`src/rtl/alert_qual_if.sv`:
```
// alert_qual_if: sample feed into the alert qualifier and the qualified alert
// levels back out.
//   vld       one-cycle strobe, lft_spd/rght_spd/batt valid this clk
//   lft_spd   signed left wheel speed
//   rght_spd  signed right wheel speed
//   batt      unsigned battery ADC reading
//   too_fast  qualified overspeed level
//   batt_low  qualified low-battery level (includes stale)
//   stale     sample feed watchdog expired
// master = sample source / alert consumer, slave = alert_qual.
interface alert_qual_if;
  logic        vld;
  logic [11:0] lft_spd;
  logic [11:0] rght_spd;
  logic [11:0] batt;
  logic        too_fast;
  logic        batt_low;
  logic        stale;

  modport master (output vld, lft_spd, rght_spd, batt,
                  input  too_fast, batt_low, stale);
  modport slave  (input  vld, lft_spd, rght_spd, batt,
                  output too_fast, batt_low, stale);
endinterface

```
`src/rtl/alert_qual.sv`:
```
// alert_qual: debounces raw speed/battery samples into clean too_fast and
// batt_low levels for the piezo driver, with a dead-feed watchdog.
//   clk    system clock
//   rst_n  asynchronous active-low reset
//   bus    alert_qual_if.slave (vld, lft_spd, rght_spd, batt in;
//          too_fast, batt_low, stale out)
// Build option: ALERT_LATCH_EN - when defined, batt_low latches once qualified
// and only rst_n releases it (stale is still OR'd in).

// Generic qualifier: N consecutive asserting samples raise lvl, M consecutive
// deasserting samples drop it. Samples that are neither (hysteresis band)
// restart a pending count without moving the level.
module alert_qual_fsm #(
  parameter int ASSERT_CNT   = 4,
  parameter int DEASSERT_CNT = 8,
  parameter bit LATCH        = 1'b0
) (
  input  logic clk,
  input  logic rst_n,
  input  logic vld,
  input  logic asrt,
  input  logic dsrt,
  output logic lvl
);
  typedef enum logic [1:0] {OK, PEND_HI, ALERT, PEND_LO} state_t;

  localparam logic [3:0] A_N = 4'(ASSERT_CNT);
  localparam logic [3:0] D_N = 4'(DEASSERT_CNT);

  state_t     st;
  logic [3:0] cnt;

  always_ff @(posedge clk or negedge rst_n) begin
    if (!rst_n) begin
      st  <= OK;
      cnt <= 4'd0;
      lvl <= 1'b0;
    end else if (vld) begin
      case (st)
        OK: if (asrt) begin
          if (A_N == 4'd1) begin
            st  <= ALERT;
            lvl <= 1'b1;
            cnt <= 4'd0;
          end else begin
            st  <= PEND_HI;
            cnt <= 4'd1;
          end
        end
        PEND_HI: if (asrt) begin
          if (cnt + 4'd1 == A_N) begin
            st  <= ALERT;
            lvl <= 1'b1;
            cnt <= 4'd0;
          end else begin
            cnt <= cnt + 4'd1;
          end
        end else begin
          st  <= OK;
          cnt <= 4'd0;
        end
        ALERT: if (dsrt && !LATCH) begin
          if (D_N == 4'd1) begin
            st  <= OK;
            lvl <= 1'b0;
            cnt <= 4'd0;
          end else begin
            st  <= PEND_LO;
            cnt <= 4'd1;
          end
        end
        PEND_LO: if (dsrt) begin
          if (cnt + 4'd1 == D_N) begin
            st  <= OK;
            lvl <= 1'b0;
            cnt <= 4'd0;
          end else begin
            cnt <= cnt + 4'd1;
          end
        end else begin
          st  <= ALERT;
          cnt <= 4'd0;
        end
        default: begin
          st  <= OK;
          cnt <= 4'd0;
          lvl <= 1'b0;
        end
      endcase
    end
  end
endmodule

module alert_qual #(
  parameter logic [11:0] SPD_THRESH   = 12'd1536,
  parameter logic [11:0] SPD_HYST     = 12'd128,
  parameter logic [11:0] BATT_THRESH  = 12'hA98,
  parameter logic [11:0] BATT_HYST    = 12'h040,
  parameter int          ASSERT_CNT   = 4,
  parameter int          DEASSERT_CNT = 8,
  parameter bit          fast_sim     = 1'b0
) (
  input logic         clk,
  input logic         rst_n,
  alert_qual_if.slave bus
);
  generate
    if (SPD_HYST > SPD_THRESH)
      $error("alert_qual: SPD_HYST must not exceed SPD_THRESH");
    if (ASSERT_CNT < 1 || ASSERT_CNT > 15 || DEASSERT_CNT < 1 || DEASSERT_CNT > 15)
      $error("alert_qual: ASSERT_CNT/DEASSERT_CNT must be 1..15");
  endgenerate

  localparam logic [11:0] SPD_LO  = SPD_THRESH - SPD_HYST;
  localparam logic [12:0] BATT_SUM = {1'b0, BATT_THRESH} + {1'b0, BATT_HYST};
  localparam logic [11:0] BATT_HI = BATT_SUM[12] ? 12'hFFF : BATT_SUM[11:0];
  localparam logic [24:0] WD_LAST = fast_sim ? 25'((1 << 16) - 1) : 25'((1 << 24) - 1);

`ifdef ALERT_LATCH_EN
  localparam bit BATT_LATCH = 1'b1;
`else
  localparam bit BATT_LATCH = 1'b0;
`endif

  // |v| as unsigned; -2048 has no positive twin and saturates to 2047.
  function automatic logic [11:0] abs12(input logic [11:0] v);
    if (v == 12'h800)  return 12'h7FF;
    else if (v[11])    return ~v + 12'd1;
    else               return v;
  endfunction

  logic [11:0] lft_mag, rght_mag, mag;
  assign lft_mag  = abs12(bus.lft_spd);
  assign rght_mag = abs12(bus.rght_spd);
  assign mag      = (lft_mag > rght_mag) ? lft_mag : rght_mag;

  logic spd_lvl, batt_lvl;

  alert_qual_fsm #(.ASSERT_CNT(ASSERT_CNT), .DEASSERT_CNT(DEASSERT_CNT), .LATCH(1'b0))
    u_spd (
      .clk  (clk),
      .rst_n(rst_n),
      .vld  (bus.vld),
      .asrt (mag > SPD_THRESH),
      .dsrt (mag < SPD_LO),
      .lvl  (spd_lvl)
    );

  alert_qual_fsm #(.ASSERT_CNT(ASSERT_CNT), .DEASSERT_CNT(DEASSERT_CNT), .LATCH(BATT_LATCH))
    u_batt (
      .clk  (clk),
      .rst_n(rst_n),
      .vld  (bus.vld),
      .asrt (bus.batt < BATT_THRESH),
      .dsrt (bus.batt >= BATT_HI),
      .lvl  (batt_lvl)
    );

  // Watchdog: counts idle cycles, saturates at expiry. vld always wins.
  logic [24:0] wd;
  logic        stale_q;

  always_ff @(posedge clk or negedge rst_n) begin
    if (!rst_n) begin
      wd      <= 25'd0;
      stale_q <= 1'b0;
    end else if (bus.vld) begin
      wd      <= 25'd0;
      stale_q <= 1'b0;
    end else if (!stale_q) begin
      wd <= wd + 25'd1;
      if (wd == WD_LAST) stale_q <= 1'b1;
    end
  end

  assign bus.too_fast = spd_lvl;
  assign bus.stale    = stale_q;
  assign bus.batt_low = batt_lvl | stale_q;
endmodule
```
`src/flat_wrapper.sv`:
```
// flat-port wrapper written by rule: the top's interface ports become plain ports
module alert_qual_flat 
#(
  parameter logic [11:0] SPD_THRESH   = 12'd1536,
  parameter logic [11:0] SPD_HYST     = 12'd128,
  parameter logic [11:0] BATT_THRESH  = 12'hA98,
  parameter logic [11:0] BATT_HYST    = 12'h040,
  parameter int          ASSERT_CNT   = 4,
  parameter int          DEASSERT_CNT = 8,
  parameter bit          fast_sim     = 1'b0
)
  (clk, rst_n, bus_vld, bus_lft_spd, bus_rght_spd, bus_batt, bus_too_fast, bus_batt_low, bus_stale);
  alert_qual_if bus_i ();
  input logic clk;
  input logic rst_n;
  input wire logic [$bits(bus_i.vld)-1:0] bus_vld;
  input wire logic [$bits(bus_i.lft_spd)-1:0] bus_lft_spd;
  input wire logic [$bits(bus_i.rght_spd)-1:0] bus_rght_spd;
  input wire logic [$bits(bus_i.batt)-1:0] bus_batt;
  output wire logic [$bits(bus_i.too_fast)-1:0] bus_too_fast;
  output wire logic [$bits(bus_i.batt_low)-1:0] bus_batt_low;
  output wire logic [$bits(bus_i.stale)-1:0] bus_stale;
  assign bus_i.vld = bus_vld;
  assign bus_i.lft_spd = bus_lft_spd;
  assign bus_i.rght_spd = bus_rght_spd;
  assign bus_i.batt = bus_batt;
  assign bus_too_fast = bus_i.too_fast;
  assign bus_batt_low = bus_i.batt_low;
  assign bus_stale = bus_i.stale;
  alert_qual #(.SPD_THRESH(SPD_THRESH), .SPD_HYST(SPD_HYST), .BATT_THRESH(BATT_THRESH), .BATT_HYST(BATT_HYST), .ASSERT_CNT(ASSERT_CNT), .DEASSERT_CNT(DEASSERT_CNT), .fast_sim(fast_sim)) u_core (.clk(clk), .rst_n(rst_n), .bus(bus_i));
endmodule
```
`config.mk`:
```
export PLATFORM = sky130hd
export DESIGN_NAME = alert_qual_flat
export DESIGN_NICKNAME = d
export VERILOG_FILES = /design/src/rtl/alert_qual_if.sv /design/src/rtl/alert_qual.sv /design/src/flat_wrapper.sv
export SDC_FILE = /design/constraint.sdc
export NUM_CORES = 1
export LEC_CHECK = 0
export CAP_MARGIN = 20
export CORE_ASPECT_RATIO = 1.25
export CORE_MARGIN = 4
export CORE_UTILIZATION = 55
export DETAILED_ROUTE_END_ITERATION = 10
export GPL_ROUTABILITY_DRIVEN = 1
export PLACE_DENSITY = 0.78
export SLEW_MARGIN = 20
export SYNTH_ARGS = -nofsm -noshare
export SYNTH_HDL_FRONTEND = slang
export SYNTH_HIERARCHICAL = 1
export SYNTH_SLANG_ARGS = --single-unit
```
`constraint.sdc`:
```
create_clock -name clk -period 1.92 [get_ports clk]
set_input_delay 0.192 -clock clk [delete_from_list [all_inputs] [get_ports clk]]
set_output_delay 0.192 -clock clk [all_outputs]
set_load 0.01 [all_outputs]
```
==> flow_summary.ini <==
[grt]
grt_use_total = 0.260
grt_max_degree = 21
grt_pass1_wl_mm = 16.9
grt_pass1_vias = 3892
antenna_found_initial = 0
gr-total-overflow = 0

[sta]
grt_setup_unrepaired = yes
slew-limit-headroom = 0.646
timing.fmax_mhz = 277
postLayoutSetupSlackWorst_ns = -1.69
final_hold_viol_count = 0
period_needed_ns = 3.61
skew_ns = 0.00541
setup_viol = 7
final_max_slew_viol_count = 0
min_period_over_period = 1.88
worst_pin_slew_ns = 0.524

[floorplan]
core_area_um2 = 6520
boundaryPins = 42
start_util = 0.564
rows = 33
die_y_um = 99.5
die_w_um = 81.2
dieArea_um2 = 8080

[pwr]
power_switching_share = 0.386
power-per-cell-area_nw_per_um2 = 592
p_int_uw = 1890
fin_total_pwr_uw = 3080
switchingPower_uw = 1190
power.clock.fraction = 0.173
vdd_drop_max_mv = 0.425
comb_power_share = 0.449
power_frac_seq = 0.378
leakage_uw = 0.00227

[worst_hold_path]
hp-class = primary input to async pin

[placement]
port_buffers = 38
place_area_um2 = 4720
gp_congestion = 0.887
place_hpwl_mm = 7.28

[setup_path]
crit_end = u_core/u_spd/cnt[2]$_DFFE_PN0P_
cp-startpoint = bus_lft_spd[0]
startpoint_type = primary input
critPathMaxFanout = 5
critPathCaptureType = register
cp_cell_sequence = dlygate4sd2_1 -> or3_4 -> o41ai_4 -> mux2i_1 -> buf_4 -> ha_4 -> nand3_1 -> nand2_1 -> a21o_1 -> o31a_1 -> o32ai_2 -> mux2_4 -> o21ai_4 -> or3b_1 -> a211oi_2 -> a21o_1
worstSetupPathType = primary input to register
crit_required_ns = 2.15
r2r_cells = 6
critPathSlowestCell = or3_4
arrival_ns = 3.84
slowest_delay_ns = 0.44
cp_common_cell = a21o_1
r2r_end = u_core/u_spd/st[1]$_DFFE_PN0P_
rrSetupSlack_ns = -0.10
rr_startpoint = u_core/u_spd/cnt[1]$_DFFE_PN0P_

[yosys]
synth_edf_count = 0
synth_area_um2 = 3680
syn_nets = 499
syn_area_per_cell_um2 = 8.35
synth_cell_types = 76
synth-seq-area-share = 0.272
syn-instance-count = 441
yosysWarnings = 6
synth-seq-cells = 40
synthArstFlopShare = 1.00
synthFlopType = dfrtp_1

[route]
via_per_inst = 5.85
avgRoutedWirePerCell_um = 15.9
antenna_left = 0
drc = 0
vias = 3854
wl_mm = 10.5
drtPass1Iterations = 7
drt-initial-drc-count = 197

[clock_tree]
clk_pin_slew_worst_paths_ns = 0.08
cts_num_sinks = 40
cts_buffers = 5
root_buffer = clkbuf_8
cts.path.max_buffers = 2
cts_tree = built
worstSkewPairLatency_ns = 0.29
htree_levels = 2

[layout]
fill_cells = 428
areaGrowthSynthToFinish_pct = 41.4
drive_above_1_share = 0.311
ff_latch_area_um2 = 1000
multi_input_area_um2 = 2800
n_antenna_cell = 0
final_cell_area_um2 = 5210
layout.nets = 630

[run_status]
status = finished with violations
violations = negative setup slack

[run]
maxCapViolations = 0
==> worst max-delay path, delay by kind of cell <==
kind	cells	cell delay, ns
fa+ha+maj	1	0.20
simple gates	4	0.99
buf+inv	2	0.41
compound gates	7	1.57
mux	2	0.47
==> kinds of logic (layout without fill, tap and decap cells) <==
logic type      after synthesis  after routing  share of synthesized area
xor+xnor                     37             37                     0.0880
flops                        40             40                      0.272
mux                           9              9                     0.0279
compound gates              102            102                      0.206
fa+ha+maj                    19             19                     0.0646
simple gates                202            202                      0.288
buf+inv                      32            163                     0.0540
==> power groups by stage <==
stage | clock network [uW] | registers [uW] | logic (uW)
2_1_floorplan | 0 | 1080 | 813
3_3_place_gp | 0 | 1150 | 1080
3_5_place_dp | 0 | 1160 | 1140
4_1_cts | 553 | 1150 | 1270
5_1_grt | 580 | 1180 | 1500
6_report | 534 | 1160 | 1380
==> synthesized netlist by cell type, drive strengths merged (4+ instances only) <==
| cell type | instances | area [um2] |
|---|---|---|
| nor4 | 4 | 31.3 |
| xor2 | 24 | 210 |
| a31oi | 9 | 56.3 |
| a211oi | 5 | 47.5 |
| and4 | 6 | 52.6 |
| clkbuf | 10 | 58.8 |
| nand3 | 21 | 105 |
| buf | 7 | 83.8 |
| dfrtp | 40 | 1000 |
| nor2b | 11 | 68.8 |
| mux2 | 4 | 52.6 |
| inv | 15 | 56.3 |
| nand2 | 44 | 165 |
| nor2 | 54 | 203 |
| and2 | 4 | 25.0 |
| a21boi | 4 | 33.8 |
| xnor2 | 13 | 114 |
| mux2i | 5 | 50.1 |
| nand2b | 7 | 43.8 |
| a21oi | 19 | 95.1 |
| o211ai | 8 | 60.1 |
| nor3 | 13 | 70.1 |
| ha | 19 | 238 |
| or3 | 5 | 37.5 |
| nand4 | 13 | 81.3 |
| a21o | 7 | 52.6 |
| o21ai | 19 | 110 |
==> placed cells by master, fill, tap and decap left out, types with 3 or more instances in the layout <==
cell,count
xor2_1,23
ha_4,6
nor2b_1,9
buf_4,96
o21ai_0,8
nand2_2,3
mux2i_1,4
ha_1,13
mux2_4,3
o21ai_1,7
nand3_1,21
o21ai_2,3
dlygate4sd2_1,9
nor2_1,52
dfrtp_1,40
clkdlybuf4s50_1,20
and2_1,4
buf_2,3
inv_1,13
a21oi_1,15
a31oi_1,7
a211oi_1,3
xnor2_1,13
a21oi_2,4
nor3_1,8
nor3_2,4
clkdlybuf4s15_1,3
o211ai_1,8
nand4_1,13
nand2_1,40
buf_6,7
or3_4,3
a21o_1,7
nand2b_1,5
and4_1,6
clkbuf_8,5
nand3b_1,3
==> layout make-up <==
| type | instances | area share |
|---|---|---|
| flip-flops and latches | 40 | 0.192 |
| well taps | 87 | 0.0209 |
| multi-input cells | 369 | 0.537 |
| repair buffers | 141 | 0.223 |
| inverters | 15 | 0.0113 |
| clock inverters | 2 | 0.00240 |
| clock buffers | 5 | 0.0132 |
==> stage by stage <==
step	cells	worst slack [ns]	hold slack (ns)	util	setup TNS [ns]
finish	659	-1.69	0.306	0.798	-10.45
global route	659	-1.84	0.336	0.798	-11.57
detailed placement	631	-2.23	0.0845	0.723	-15.52
floorplan	441	-1.66	-0.104	-	-9.68
CTS	654	-1.57	0.297	0.777	-9.50
global placement	631	-2.10	0.0853	0.723	-14.20
==> how the worst min path moves through the flow <==
stage	to	slack, ns	depth (start not counted)
finish	u_core/u_batt/cnt[0]$_DFFE_PN0P_	0.31	2
global route	u_core/u_batt/cnt[0]$_DFFE_PN0P_	0.34	2
CTS	u_core/u_batt/cnt[0]$_DFFE_PN0P_	0.30	2
detailed placement	u_core/u_batt/cnt[0]$_DFFE_PN0P_	0.08	1
global placement	u_core/u_batt/cnt[0]$_DFFE_PN0P_	0.09	1
floorplan	u_core/bus.stale$_DFF_PN0_	-0.10	0
==> layer usage <==
layer  part of all wire  GRT usage  up-vias  routed length (um)
li1                   -          -     1872                   -
met1               0.39      0.285     1867                4060
met2               0.56      0.492       85                5870
met3              0.021     0.0236       30                 224
met4              0.033      0.116        0                 350
met5                  0          0        -                   0
==> timing repair <==
item	CTS	global route
resized for setup	65	21
setup buffers	15	5
hold buffers	1	0
endpoints found under the hold margin	10	0
endpoints found under the setup margin	7	15
pin swaps	27	27
gates cloned	0	0
==> sequential cells by signal (all words and copies together), names as in the netlist <==
| name | count |
|---|---|
| u_core/u_batt/lvl | 1 |
| u_core/u_spd/cnt | 4 |
| u_core/u_batt/cnt | 4 |
| u_core/u_spd/lvl | 1 |
| u_core/wd | 25 |
| u_core/u_batt/st | 2 |
| u_core/u_spd/st | 2 |
| u_core/bus.stale | 1 |
No activity file was read; power rests on OpenSTA's default activity.
